File: src/rtl/aibcr3_txdrv_seq.sv
// aibcr3_txdrv_seq
// Power/enable sequencer for one AIB TX analog driver slice. Holds the slice
// in POR after reset, then keeps the pad idle on its weak pulls until an
// enable request arrives. On enable it releases the weak pulls for one cycle,
// ramps the P/N drive-strength codes up one step at a time to the sampled
// targets, passes functional data while active, and ramps back down to zero
// before handing the pad back to the weak pulls. Every output is a flop so
// the analog cell never sees combinational glitches.

module aibcr3_txdrv_seq #(
  parameter int POR_CYC  = 16,
  parameter int STEP_CYC = 4,
  parameter int CNT_W    = 8
) (
  input  logic       clk,
  input  logic       rstb,
  input  logic       tx_en_req,
  input  logic [1:0] cfg_pdrv,
  input  logic [1:0] cfg_ndrv,
  input  logic       cfg_wkpu,
  input  logic       cfg_wkpd,
  input  logic       cfg_park,
  input  logic       tx_data,
  output logic       por,
  output logic       itx_en_buf,
  output logic [1:0] ipdrv_buf,
  output logic [1:0] indrv_buf,
  output logic       weak_pullupenb,
  output logic       weak_pulldownen,
  output logic       din,
  output logic       tx_ready,
  output logic       busy,
  output logic       cfg_err
);

  typedef enum logic [2:0] {
    ST_POR_HOLD,
    ST_IDLE,
    ST_BREAK,
    ST_RAMP_UP,
    ST_ACTIVE,
    ST_RAMP_DN,
    ST_RELEASE
  } state_e;

  // Timer reload values; the timer counts down to zero so a reload of N-1
  // gives an interval of N cycles.
  localparam logic [CNT_W-1:0] POR_LOAD  = CNT_W'(POR_CYC - 1);
  localparam logic [CNT_W-1:0] STEP_LOAD = CNT_W'(STEP_CYC - 1);

  state_e           state_q, state_d;
  logic [CNT_W-1:0] timer_q, timer_d;
  logic [1:0]       tgt_p_q, tgt_p_d;
  logic [1:0]       tgt_n_q, tgt_n_d;
  logic [1:0]       pdrv_q, pdrv_d;
  logic [1:0]       ndrv_q, ndrv_d;
  logic             por_q, por_d;
  logic             itx_en_q, itx_en_d;
  logic             wkpu_enb_q, wkpu_enb_d;
  logic             wkpd_en_q, wkpd_en_d;
  logic             din_q, din_d;
  logic             tx_ready_q, tx_ready_d;
  logic             busy_q, busy_d;
  logic             cfg_err_q, cfg_err_d;
  logic             timer_done;
  logic             codes_at_tgt;
  logic             codes_zero;

  assign timer_done   = (timer_q == '0);
  assign codes_at_tgt = (pdrv_q == tgt_p_q) && (ndrv_q == tgt_n_q);
  assign codes_zero   = (pdrv_q == 2'd0) && (ndrv_q == 2'd0);

  // Sequencer next state, step timer and drive-strength code stepping.
  always_comb begin
    state_d = state_q;
    timer_d = timer_q;
    tgt_p_d = tgt_p_q;
    tgt_n_d = tgt_n_q;
    pdrv_d  = pdrv_q;
    ndrv_d  = ndrv_q;
    case (state_q)
      ST_POR_HOLD: begin
        if (timer_done) begin
          state_d = ST_IDLE;
        end else begin
          timer_d = timer_q - 1'b1;
        end
      end
      ST_IDLE: begin
        pdrv_d = 2'd0;
        ndrv_d = 2'd0;
        if (tx_en_req) begin
          state_d = ST_BREAK;
        end
      end
      ST_BREAK: begin
        tgt_p_d = cfg_pdrv;
        tgt_n_d = cfg_ndrv;
        timer_d = STEP_LOAD;
        state_d = ST_RAMP_UP;
      end
      ST_RAMP_UP: begin
        if (!tx_en_req) begin
          state_d = ST_RAMP_DN;
          timer_d = STEP_LOAD;
        end else if (timer_done) begin
          if (codes_at_tgt) begin
            state_d = ST_ACTIVE;
          end else begin
            if (pdrv_q < tgt_p_q) begin
              pdrv_d = pdrv_q + 2'd1;
            end
            if (ndrv_q < tgt_n_q) begin
              ndrv_d = ndrv_q + 2'd1;
            end
            timer_d = STEP_LOAD;
          end
        end else begin
          timer_d = timer_q - 1'b1;
        end
      end
      ST_ACTIVE: begin
        if (!tx_en_req) begin
          state_d = ST_RAMP_DN;
          timer_d = STEP_LOAD;
        end
      end
      ST_RAMP_DN: begin
        if (timer_done) begin
          if (codes_zero) begin
            state_d = ST_RELEASE;
          end else begin
            if (pdrv_q != 2'd0) begin
              pdrv_d = pdrv_q - 2'd1;
            end
            if (ndrv_q != 2'd0) begin
              ndrv_d = ndrv_q - 2'd1;
            end
            timer_d = STEP_LOAD;
          end
        end else begin
          timer_d = timer_q - 1'b1;
        end
      end
      ST_RELEASE: begin
        state_d = ST_IDLE;
      end
      default: begin
        state_d = ST_POR_HOLD;
        timer_d = POR_LOAD;
        pdrv_d  = 2'd0;
        ndrv_d  = 2'd0;
      end
    endcase
  end

  // Output values decoded from the state being entered, so each output flop
  // changes on the same edge as the state it belongs to.
  always_comb begin
    por_d      = (state_d == ST_POR_HOLD);
    itx_en_d   = (state_d == ST_RAMP_UP) || (state_d == ST_ACTIVE) ||
                 (state_d == ST_RAMP_DN);
    tx_ready_d = (state_d == ST_ACTIVE);
    busy_d     = (state_d == ST_BREAK) || (state_d == ST_RAMP_UP) ||
                 (state_d == ST_RAMP_DN) || (state_d == ST_RELEASE);
    din_d      = 1'b0;
    case (state_d)
      ST_RAMP_UP, ST_RAMP_DN: din_d = cfg_park;
      ST_ACTIVE:              din_d = tx_data;
      default:                din_d = 1'b0;
    endcase
    // Weak pulls only track config while the pad stays idle; on every other
    // path they are released so they never fight the main driver. With both
    // pulls requested the pull-down wins.
    wkpu_enb_d = 1'b1;
    wkpd_en_d  = 1'b0;
    if ((state_q == ST_IDLE) && (state_d == ST_IDLE)) begin
      wkpu_enb_d = ~(cfg_wkpu & ~cfg_wkpd);
      wkpd_en_d  = cfg_wkpd;
    end
    cfg_err_d = cfg_err_q | ((state_q == ST_IDLE) & cfg_wkpu & cfg_wkpd);
  end

  // State, timer, codes and registered outputs; reset forces the slice back
  // into POR immediately without a ramp-down.
  always_ff @(posedge clk or negedge rstb) begin
    if (!rstb) begin
      state_q    <= ST_POR_HOLD;
      timer_q    <= POR_LOAD;
      tgt_p_q    <= 2'd0;
      tgt_n_q    <= 2'd0;
      pdrv_q     <= 2'd0;
      ndrv_q     <= 2'd0;
      por_q      <= 1'b1;
      itx_en_q   <= 1'b0;
      wkpu_enb_q <= 1'b1;
      wkpd_en_q  <= 1'b0;
      din_q      <= 1'b0;
      tx_ready_q <= 1'b0;
      busy_q     <= 1'b0;
      cfg_err_q  <= 1'b0;
    end else begin
      state_q    <= state_d;
      timer_q    <= timer_d;
      tgt_p_q    <= tgt_p_d;
      tgt_n_q    <= tgt_n_d;
      pdrv_q     <= pdrv_d;
      ndrv_q     <= ndrv_d;
      por_q      <= por_d;
      itx_en_q   <= itx_en_d;
      wkpu_enb_q <= wkpu_enb_d;
      wkpd_en_q  <= wkpd_en_d;
      din_q      <= din_d;
      tx_ready_q <= tx_ready_d;
      busy_q     <= busy_d;
      cfg_err_q  <= cfg_err_d;
    end
  end

  assign por             = por_q;
  assign itx_en_buf      = itx_en_q;
  assign ipdrv_buf       = pdrv_q;
  assign indrv_buf       = ndrv_q;
  assign weak_pullupenb  = wkpu_enb_q;
  assign weak_pulldownen = wkpd_en_q;
  assign din             = din_q;
  assign tx_ready        = tx_ready_q;
  assign busy            = busy_q;
  assign cfg_err         = cfg_err_q;

endmodule

File: config.mk
export PLATFORM = sky130hd
export DESIGN_NAME = aibcr3_txdrv_seq
export DESIGN_NICKNAME = d
export VERILOG_FILES = /design/src/rtl/aibcr3_txdrv_seq.sv
export SDC_FILE = /design/constraint.sdc
export NUM_CORES = 1
export LEC_CHECK = 0
export BUFFER_PORTS_ARGS = -buffer_cell sky130_fd_sc_hd__buf_4
export CAP_MARGIN = 25
export CORE_MARGIN = 2
export CORE_UTILIZATION = 30
export CTS_CLUSTER_DIAMETER = 200
export DETAILED_ROUTE_END_ITERATION = 6
export GPL_TIMING_DRIVEN = 0
export HOLD_SLACK_MARGIN = 0.03
export PLACE_DENSITY = 0.55
export SLEW_MARGIN = 20
export SYNTH_ARGS = -nofsm -noshare
export SYNTH_HDL_FRONTEND = slang
export SYNTH_SLANG_ARGS = --single-unit
File: constraint.sdc
create_clock -name clk -period 2.2 [get_ports clk]
set_input_delay 0.44 -clock clk [delete_from_list [all_inputs] [get_ports clk]]
set_output_delay 0.44 -clock clk [all_outputs]
set_load 0.02 [all_outputs]
== Yosys cells after proc, flatten, opt, wreduce, memory -nomap -nowiden ==
Cells that the tools add are included.

* Register bits after elaboration: 27
* Output and inout bits: 12
* Logic and storage cells: 113

* $add $sub $neg: 5
* Magnitude comparators: 2
* Eq/ne operators: 27
* Multiplexer cells: 36
* Bitwise operators: 8
* Reductions and logical operators: 21

{| class="wikitable"
|+ Operators with widths
! kind !! number
|-
| $mux W8 || 7
|-
| $pmux W8 S6 || 1
|-
| $mux W2 || 14
|-
| $mux W3 || 8
|-
| $ne A2 B2 Y1 const B || 11
|-
| $pmux W3 S7 || 1
|-
| $eq A3 B3 Y1 const B || 6
|-
| $reduce_and A8 Y1 || 2
|-
| $eq A3 B2 Y1 const B || 4
|-
| $pmux W2 S3 || 2
|-
| $logic_not A8 Y1 || 1
|-
| $sub A8 B1 Y8 const B || 1
|-
| $eq A3 B1 Y1 const B || 2
|-
| $logic_not A3 Y1 || 2
|-
| $logic_or A1 B1 Y1 || 5
|-
| $reduce_and A5 Y1 || 1
|-
| $add A2 B1 Y2 const B || 2
|-
| $eq A2 B2 Y1 || 2
|-
| $logic_not A2 Y1 || 2
|-
| $lt A2 B2 Y1 || 2
|-
| $ne A4 B4 Y1 const B || 1
|-
| $not A1 Y1 || 4
|-
| $reduce_bool A2 Y1 || 2
|-
| $reduce_or A2 Y1 || 2
|-
| 8 further kinds || 14
|}

== Logic depth before layout (Yosys ltp) ==
Gate-level depths: netlist (run 1).

* Word-level depth: 10
* Gate-level depth with buffers: 9

== Worst setup path before layout (run 1) ==
No wires, ideal clock.

* Kind: register to register
* Start: register timer_q[0]
* End: register timer_q[6]
* Setup time: 122 ps
* Arrival time: 2243 ps
* Path slack: -165 ps
* Stages on the path, launching flop included: 9
* Path buffers: 1
* Period minus slack after synthesis: 2365 ps
* Path through: dfstp_2 inv_1 ha_1 or3b_2 clkbuf_1 or4_1 o311a_1 nor2b_4 a32o_1

* Longest elaborated chain between the ends: 4
* Elaborated cells between the ends (all ways): 11
* Those cells by class: 1 x add/sub; 3 x eq/ne; 5 x mux; 2 x reduce/logical

{| class="wikitable"
|+ Ends and longest elaborated chain
! what !! RTL line !! text
|-
| start: declaration || 52 || <nowiki>logic [CNT_W-1:0] timer_q, timer_d;</nowiki>
|-
| start signal: assignment || 204 || <nowiki>timer_q <= timer_d;</nowiki>
|-
| $sub A8 B1 Y8 / $logic_not A8 Y1 (equally long branches) || -- ||
|-
| $mux W8 || 106 || <nowiki>end else if (timer_done) begin</nowiki>
|-
| $mux W8 || 103 || <nowiki>if (!tx_en_req) begin</nowiki>
|-
| $pmux W8 S6 || 81 || <nowiki>case (state_q)</nowiki>
|}

Parallel ways exist; a longest one is shown, timed or not. The select of a mux whose other input is x is not followed.
A chain may end at the register's enable or synchronous reset.

== Final worst setup path (run 1) ==
* Start: register pdrv_q[1] (netlist: ipdrv_buf[1])
* End: register timer_q[6]

* Longest elaborated chain between the ends: 4
* Elaborated cells between the ends (all ways): 7
* Those cells by class: 3 x eq/ne; 4 x reduce/logical

{| class="wikitable"
|+ Ends and longest elaborated chain
! what !! RTL line !! text
|-
| start: declaration || 55 || <nowiki>logic [1:0] pdrv_q, pdrv_d;</nowiki>
|-
| start signal: assignment || 207 || <nowiki>pdrv_q <= pdrv_d;</nowiki>
|-
| $eq A2 B2 Y1 / $logic_not A2 Y1 (equally long branches) || 70, 71 ||
|-
| $logic_and A1 B1 Y1 (on tied branches) || 70, 71 ||
|-
| $ne A4 B4 Y1 (no source line) / $ne A3 B3 Y1 (equally long branches) || -- ||
|-
| $reduce_and A5 Y1 (no source line) (*) || -- ||
|}

Mark *: on every way between the ends. The rest lies on a longest branch, timed or not.

==> results of run 1 <==
## cell usage in the layout, fill, tap and decap left out, types with 5 or more instances in the layout
master / instances
a21oi_1: 7
nor2_1: 8
dfrtp_1: 17
inv_1: 8
buf_4: 35
nor3_1: 9
dfstp_2: 6
nor2b_1: 6
nand2_1: 11
a22o_1: 5
o21ai_0: 17
## final cells by class
class / instances / area, um2 / share of cell area [%]
multi-input cells: 133 / 1000 / 45.6
plain buffers: 7 / 37.5 / 1.71
repair buffers: 37 / 294 / 13.4
clock buffers: 4 / 45.0 / 2.05
well taps: 72 / 90.1 / 4.10
inverters: 11 / 41.3 / 1.88
flip-flops and latches: 27 / 688 / 31.3
## final timing paths
check / slack (ns) / endpoint / startpoint / cells after the start
min: 0.06 / weak_pulldownen / rstb / 1
max reg2reg: 0.04 / timer_q[6] / ipdrv_buf[1] / 5
min reg2reg: 0.47 / cfg_err / cfg_err / 1
max: 0.04 / timer_q[6] / ipdrv_buf[1] / 5
max in group asynchronous: 1.84 / por / rstb / 1
min in group clk: 0.36 / weak_pullupenb / cfg_wkpu / 2
## synthesized netlist by cell type (2+ instances only)
| master | n |
|---|---|
| and4_1 | 2 |
| o21ai_0 | 18 |
| or4_1 | 4 |
| and2_1 | 2 |
| nor2b_1 | 6 |
| clkbuf_1 | 8 |
| inv_1 | 11 |
| nor3_1 | 9 |
| a21oi_1 | 7 |
| nand2_1 | 12 |
| a211o_1 | 2 |
| dfstp_2 | 6 |
| a22o_1 | 5 |
| nand3b_1 | 2 |
| o31ai_1 | 2 |
| o22ai_1 | 2 |
| mux2_2 | 3 |
| o21ai_1 | 3 |
| nand4_1 | 2 |
| and3b_1 | 2 |
| dfrtp_1 | 21 |
| nor2_1 | 9 |
| or2_2 | 2 |
| nor3b_1 | 3 |
| buf_2 | 2 |
| nand2b_1 | 4 |
| ha_1 | 5 |
| a31oi_1 | 2 |
| nor4_1 | 3 |
## registers in the layout (all words and copies together) (netlist names), 2 cells and up
signal / count
ipdrv_buf: 2
state_q: 3
tgt_p_q: 2
indrv_buf: 2
tgt_n_q: 2
timer_q: 8
## routing by layer
metal / routed length [um] / part of all wire [%] / vias to the layer above / GRT usage [%]
li1: - / - / 741 / -
met1: 2060 / 47 / 721 / 20.8
met2: 2180 / 49 / 25 / 21.8
met3: 104 / 2.4 / 7 / 2.30
met4: 68 / 1.5 / 0 / 5.26
met5: 0 / 0 / - / 0
## kinds of logic (layout without fill, tap and decap cells)
kind of cell	count (synthesis)	count (layout)	synth area share, %
and+or+nand+nor	68	68	24.2
AOI/OAI and AO/OA	56	56	22.5
DFF	27	27	41.3
buffers and inverters	22	59	5.60
adders and majority gates	5	5	3.78
muxes	4	4	2.65
## power by group through the flow
stage / Sequential (mW) / Clock (mW) / Combinational (mW)
6_report: 0.871 / 0.287 / 2.10
5_1_grt: 0.897 / 0.320 / 2.31
4_1_cts: 0.862 / 0.302 / 1.89
3_5_place_dp: 0.873 / 0 / 1.67
3_3_place_gp: 0.868 / 0 / 1.65
2_1_floorplan: 0.909 / 0 / 1.20
## critical path, stage by stage (launching register included)
cell,delay (ns)
dfrtp_2,0.44
or4_4,0.55
or4_4,0.55
o311a_4,0.14
nor2b_4,0.15
a32o_1,0.23
## per-stage QoR
step	hold slack, ns	setup WS, ns
6_report	0.0568	0.0361
5_1_grt	0.0709	-0.0613
4_1_cts	0.0649	-0.0888
3_5_place_dp	0.377	-0.244
3_3_place_gp	0.377	-0.243
2_1_floorplan	0.144	0.00750
## what timing repair did
item                       in CTS  in global routing
setup endpoints to repair      14                 18
hold endpoints to repair        0                  0
resized for setup              12                 26
pin swaps                       6                  6
buffers inserted                6                  9
==> results.json, run 1 <==
{
  "status": "finished clean",
  "p_leak_nw": 0.952,
  "stdcell_area_um2": 2200,
  "routed_via_density": 5.13,
  "crit_required_ns": 2.37,
  "p_sw_mw": 1.45,
  "min_period_ns": 2.16,
  "cts_tree": "done",
  "crit_fanout": 5,
  "postRouteAntennaNets": 0,
  "power_mw": 3.26,
  "dpl_cell_area_um2": 1920,
  "synth-seq-cells": 27,
  "skew_ns": 0.00442,
  "cts.htree.levels": 1,
  "hold_viol_final": 0,
  "synth_top_area_share_pct": 31.8,
  "routed_wirelength_mm": 4.41,
  "final_max_slew_viol_count": 0,
  "holdBufCountCts": 0,
  "cts_buffers": 3,
  "fmax_ghz": 0.462,
  "syn_nets": 198,
  "setup_viol": 0,
  "rsz0062_at_grt": "true",
  "overflow": 0,
  "netlist_area_um2": 1650,
  "hold_class": "input pin to asynchronous set/reset pin",
  "critPathArrivalTime_ns": 2.34,
  "grtUsageTotal_pct": 14.4,
  "utilization_pct": 40.7,
  "netlist_instances": 182,
  "numClockSinks": 27,
  "seq_power_share_pct": 26.7,
  "gp_congestion": 0.841,
  "synth_edf_count": 0,
  "clockBufferDepth": 2,
  "antenna_found_initial": 0,
  "worstMarginPinSlew_ns": 0.538,
  "io_pins": 23,
  "slew_headroom_pct": 64.1,
  "peakVddDrop_mv": 0.507,
  "fill_cells": 558,
  "drive_above_1_share_pct": 37.0,
  "synth_ff_type": "dfrtp_1",
  "yosys.area.top_type": "dfrtp_1",
  "ys_types": 52,
  "placed_cells": 276,
  "p_per_area_nw_per_um2": 1480,
  "num_rows": 27,
  "power_frac_clock_pct": 8.8,
  "vias": 1494,
  "synth.area.top_cells": "dfrtp_1 32%, dfstp_2 9.5%, o21ai_0 5.4%",
  "coreArea_um2": 5410,
  "cts_root_buf": "clkbuf_8",
  "p_int_mw": 1.81,
  "path_clk_slew_ns": 0.09,
  "drc_errors": 0,
  "pwr-share-comb_pct": 64.5,
  "start_kind": "register",
  "swShare_pct": 44.5,
  "stdcell_count": 291,
  "nets": 236,
  "diodes": 0,
  "area_growth_pct": 33.0,
  "period_share_pct": 98.4,
  "drtIter0Drc": 52,
  "drt_first_pass_iters": 4,
  "die_area_um2": 6120,
  "synth_warnings": 0,
  "fin_setup_tns_ns": 0,
  "grt_pass1_wl_mm": 7.07,
  "grt_max_degree": 28,
  "clock_latency_ns": 0.28,
  "avgSynthCellArea_um2": 9.09,
  "maxCapViolCount": 0,
  "async_flop_share_pct": 100,
  "critical_path_class": "register to register",
  "initial_core_util_pct": 30.6,
  "routedWlPerCell_um": 15.1,
  "die_h_um": 78.3,
  "die_x_um": 78.3,
  "dpl.hpwl_mm": 2.84,
  "io_buffer_count": 22,
  "synth_seq_area_share_pct": 41.3,
  "first_global_vias": 1438,
  "worstSetupEndpointType": "register"
}
No activity file was read; power rests on OpenSTA's default activity.
==> run 2: changes to the inputs <==
--- a/config.mk
+++ b/config.mk
@@ -7,7 +7,7 @@
 export LEC_CHECK = 0
 export BUFFER_PORTS_ARGS = -buffer_cell sky130_fd_sc_hd__buf_4
 export CAP_MARGIN = 25
-export CORE_MARGIN = 2
+export CORE_MARGIN = 4
 export CORE_UTILIZATION = 30
 export CTS_CLUSTER_DIAMETER = 200
 export DETAILED_ROUTE_END_ITERATION = 6
==> run 2 against run 1 <==
  * Power fell by 4.1%
  * Setup slack got worse by 0.042 ns
  * Sequential cell count did not move
  * Utilization fell by 0.20 points
  * The run now ends with setup timing left
  * Register-to-register slack got worse by 0.04 ns
  * First-iteration DRC count rose by 46%
==> results.json, run 2 (synthesis gave the netlist of run 1 again) <==
{
  "worstSetupEndpointType": "register",
  "largest-register": "timer_q",
  "drtIter0Drc": 76,
  "drc_errors": 0,
  "timing.critical_path.mode_cell": "or4_4",
  "fmax_ghz": 0.453,
  "layout_common_cells": "32 x buf_4, 17 x o21ai_0, 17 x dfrtp_1",
  "min_period_ns": 2.21,
  "antenna_found_initial": 0,
  "grtUsageTotal_pct": 13.2,
  "die_x_um": 82.3,
  "clock_latency_ns": 0.28,
  "hold_class": "input pin to asynchronous set/reset pin",
  "io_buffer_count": 22,
  "cts_buffers": 3,
  "largest_register_ffs": 8,
  "utilization_pct": 40.5,
  "cts.htree.levels": 1,
  "nets": 232,
  "worst_hold_slack_ns": 0.0644,
  "violations": "setup timing",
  "maxCapViolCount": 0,
  "skew_ns": 0.00809,
  "routed_via_density": 5.29,
  "hold_viol_final": 0,
  "layout_commonest_cell": "buf_4",
  "slowest_delay_ns": 0.58,
  "cts_tree": "done",
  "regToRegStartpoint": "timer_q[4]",
  "grt_max_degree": 28,
  "reg_top3": "timer_q: 8 flops, state_q: 3 flops",
  "rr_endpoint": "timer_q[6]",
  "crit_required_ns": 2.37,
  "fin_ws_ns": -0.00610,
  "vias": 1508,
  "rsz0062_at_grt": "true",
  "initial_core_util_pct": 31.6,
  "reg2reg_slack_ns": -0.006,
  "placed_cells": 274,
  "slew_headroom_pct": 63.3,
  "dpl.hpwl_mm": 2.86,
  "cts_root_buf": "clkbuf_8",
  "routed_wirelength_mm": 4.19,
  "die_area_um2": 6770,
  "postRouteAntennaNets": 0,
  "numClockSinks": 27,
  "gp_congestion": 0.820,
  "drt_first_pass_iters": 4,
  "crit_path_top_delay_cell": "or4_4",
  "setup_viol": 1,
  "critPathArrivalTime_ns": 2.37,
  "holdBufCountCts": 0,
  "worstMarginPinSlew_ns": 0.550,
  "crit_chain": "or4_4 > or4_4 > o311a_4 > nor2b_4 > a32o_2",
  "ff2ff_path_depth": 5,
  "drive_above_1_share_pct": 34.4,
  "io_pins": 23,
  "status": "finished, violations left",
  "first_global_vias": 1435,
  "num_rows": 26,
  "overflow": 0,
  "crit_fanout": 5,
  "critical_path_class": "register to register",
  "p_per_area_nw_per_um2": 1480,
  "fill_cells": 528,
  "period_share_pct": 100,
  "peakVddDrop_mv": 0.664,
  "coreArea_um2": 5240,
  "area_growth_pct": 28.2,
  "routedWlPerCell_um": 14.7,
  "path_clk_slew_ns": 0.10,
  "p_leak_nw": 0.933,
  "final_max_slew_viol_count": 0,
  "stdcell_count": 285,
  "diodes": 0,
  "start_kind": "register",
  "die_h_um": 82.3,
  "grt_pass1_wl_mm": 6.83,
  "clockBufferDepth": 2
}
-- run 2: power by group --
part | leakage (nW) | internal, mW | switching (mW)
clock | 0.0255 | 0.127 | 0.161
sequential | 0.326 | 0.720 | 0.155
combinational | 0.582 | 0.891 | 1.07
-- run 2: area by class of cell --
type | count | area (um2) | share of cell area [%]
well taps | 70 | 87.6 | 4.13
repair buffers | 33 | 245 | 11.6
clock buffers | 3 | 41.3 | 1.95
multi-input cells | 133 | 976 | 46.0
inverters | 11 | 41.3 | 1.95
flip-flops and latches | 27 | 688 | 32.4
clock inverters | 1 | 5.00 | 0.236
plain buffers | 7 | 36.3 | 1.71
-- run 2: what timing repair did --
item | CTS | global route
setup endpoints to repair | 14 | 17
pin swaps | 3 | 6
cloned | 0 | 1
buffers inserted | 6 | 4
resized for setup | 11 | 20
-- run 2: critical path: cells and delay by family, from the launching register on --
kind	cells	cell delay (ns)
simple gates	3	1.28
flops	1	0.42
compound gates	2	0.40
-- run 2: worst max path at each step --
stage | start | end | cells after the start
2_1_floorplan | timer_q[0] | timer_q[6] | 8
3_3_place_gp | timer_q[0] | timer_q[7] | 7
3_5_place_dp | timer_q[0] | timer_q[7] | 7
4_1_cts | timer_q[4] | timer_q[6] | 7
5_1_grt | timer_q[4] | timer_q[6] | 5
6_report | timer_q[4] | timer_q[6] | 5
-- run 2: stage by stage --
step | setup slack, ns | power [mW] | instance area, um2 | setup TNS [ns]
after global placement | -0.246 | 2.52 | 1920 | -1.43
after detailed placement | -0.254 | 2.54 | 1920 | -1.59
after global routing | -0.0774 | 3.42 | 2120 | -0.348
after floorplan | 0.00750 | 2.11 | 1670 | 0
final | -0.00610 | 3.13 | 2120 | -0.00610
after CTS | -0.0899 | 3.01 | 2050 | -0.312
-- run 2: metal layers --
layer,part of all wire (%),global-route usage [%],up-vias
met3,5.5,2.93,4
li1,-,-,738
met4,0.91,3.16,0
met2,48,21.8,40
met5,0,0,-
met1,46,17.4,726
==> run 3: changes to the inputs <==
--- a/config.mk
+++ b/config.mk
@@ -13,7 +13,7 @@
 export DETAILED_ROUTE_END_ITERATION = 6
 export GPL_TIMING_DRIVEN = 0
 export HOLD_SLACK_MARGIN = 0.03
-export PLACE_DENSITY = 0.55
+export PLACE_DENSITY = 0.52
 export SLEW_MARGIN = 20
 export SYNTH_ARGS = -nofsm -noshare
 export SYNTH_HDL_FRONTEND = slang
==> run 3 against run 2 <==
  * The flow now finishes without violations
  * Maximum frequency is 0.72% higher
  * Sequential share of layout area is 0.45 points lower
  * Critical path depth is 2 higher
  * Critical endpoint unchanged
  * Highest routed layer unchanged
==> results.json, run 3 (synthesis gave the netlist of run 1 again) <==
{
  "clockBufferDepth": 2,
  "seq_power_share_pct": 27.3,
  "postRouteAntennaNets": 0,
  "routedWlPerCell_um": 14.9,
  "worstMarginPinSlew_ns": 0.501,
  "cts.htree.levels": 1,
  "pre_cts_ws_ns": -0.364,
  "drt_first_pass_iters": 4,
  "routed_via_density": 5.26,
  "crit_path_top_delay_cell": "or4_4",
  "grt_util_met1_pct": 19.1,
  "final_max_slew_viol_count": 0,
  "utilization_pct": 41.1,
  "first_global_vias": 1495,
  "slew_headroom_pct": 66.5,
  "use_met2_pct": 21.0,
  "die_x_um": 82.3,
  "power_mw": 3.18,
  "dpl.hpwl_mm": 2.91,
  "coreArea_um2": 5240,
  "crit_chain": "inv_2 > ha_4 > or3b_4 > or4_4 > o311a_4 > nor2b_4 > a32o_1",
  "min_period_ns": 2.19,
  "antenna_found_initial": 0,
  "cts_tree": "done",
  "numClockSinks": 27,
  "area_growth_pct": 30.3,
  "p_sw_mw": 1.41,
  "gp_congestion": 0.814,
  "die_h_um": 82.3,
  "drtIter0Drc": 141,
  "drc_errors": 0,
  "die_area_um2": 6770,
  "peakVddDrop_mv": 0.471,
  "critical_path_class": "register to register",
  "cpLargestDelayFamily": "simple AND/OR/NAND/NOR gates",
  "multi_input_area_um2": 971,
  "swShare_pct": 44.3,
  "setup_viol": 0,
  "path_clk_slew_ns": 0.10,
  "cts_buffers": 3,
  "initial_core_util_pct": 31.6,
  "fin_ws_ns": 0.00968,
  "skew_ns": 0.00600,
  "io_pins": 23,
  "p_per_area_nw_per_um2": 1480,
  "status": "finished clean",
  "cts_root_buf": "clkbuf_8",
  "routed_wirelength_mm": 4.31,
  "holdBufCountCts": 0,
  "drive_above_1_share_pct": 36.1,
  "fmax_ghz": 0.457,
  "path_buf_inv": 1,
  "largest_register_ffs": 8,
  "power_frac_clock_pct": 9.1,
  "grt_max_degree": 28,
  "reg_top3": "timer_q: 8 flops, state_q: 3 flops",
  "nets": 236,
  "maxCapViolCount": 0,
  "overflow": 0,
  "dpl_cell_area_um2": 1920,
  "rsz0062_at_grt": "true",
  "layout_commonest_cell": "buf_4",
  "slowest_delay_ns": 0.54,
  "start_kind": "register",
  "critPathArrivalTime_ns": 2.36,
  "crit_fanout": 8,
  "num_rows": 26,
  "p_leak_nw": 0.950,
  "top_usage_layer": "met2",
  "hold_class": "input pin to asynchronous set/reset pin",
  "grt_pass1_wl_mm": 7.27,
  "largest-register": "timer_q",
  "crit_required_ns": 2.37,
  "fill_cells": 537,
  "ff_latch_area_um2": 689,
  "worstSetupEndpointType": "register",
  "fin_setup_tns_ns": 0,
  "stdcell_area_um2": 2150,
  "hold_viol_final": 0,
  "diodes": 0,
  "grtUsageTotal_pct": 13.8,
  "vias": 1519,
  "pwr-share-comb_pct": 63.6,
  "clock_latency_ns": 0.27,
  "p_int_mw": 1.77,
  "layout_common_cells": "36 x buf_4, 17 x o21ai_0, 16 x dfrtp_1",
  "globalRouteMet3Util_pct": 2.82,
  "io_buffer_count": 22,
  "period_share_pct": 99.6
}
==> run 3: power by group through the flow <==
stage	combinational (mW)	sequential, mW	clock [mW]
2_1_floorplan	1.20	0.909	0
3_3_place_gp	1.66	0.869	0
3_5_place_dp	1.68	0.875	0
4_1_cts	1.90	0.868	0.306
5_1_grt	2.26	0.897	0.328
6_report	2.02	0.869	0.290
==> run 3: metrics by stage <==
| step | hold slack (ns) | instances |
|---|---|---|
| final | 0.0637 | 289 |
| after global routing | 0.0763 | 289 |
| after CTS | 0.0731 | 285 |
| after detailed placement | 0.382 | 274 |
| after global placement | 0.376 | 274 |
| after floorplan | 0.144 | 182 |
==> run 3: final cells by class <==
| class | instances | area share [%] |
|---|---|---|
| clock inverter | 1 | 0.232 |
| sequential | 27 | 32.0 |
| clock buffer | 3 | 1.92 |
| multi-input combinational | 133 | 45.1 |
| tap | 70 | 4.07 |
| buffer | 7 | 1.74 |
| inverter | 11 | 1.92 |
| timing repair buffer | 37 | 13.1 |
==> run 3: final timing paths <==
check                           slack, ns              to  cells after the start         from
worst max-delay path                 0.01      timer_q[6]                      7   timer_q[0]
worst min-delay path                 0.06      tgt_n_q[0]                      1         rstb
worst max register to register       0.01      timer_q[6]                      7   timer_q[0]
worst min register to register       0.48         cfg_err                      1      cfg_err
max in group asynchronous            1.82  weak_pullupenb                      1         rstb
min in group clk                     0.36      tgt_p_q[1]                      3  cfg_pdrv[1]
==> run 3: routing by layer <==
metal | share of wire, % | vias to the layer above | routed length [um]
met3 | 5.3 | 8 | 229
met5 | 0 | - | 0
met4 | 1.4 | 0 | 59
met1 | 47 | 721 | 2030
met2 | 46 | 44 | 1990
li1 | - | 746 | -
==> run 3: repair_timing <==
action | 4_1_cts | 5_1_grt
setup buffers | 8 | 7
endpoints found under the hold margin | 0 | 0
setup endpoints to repair | 16 | 20
pin swaps | 6 | 9
resized for setup | 12 | 21
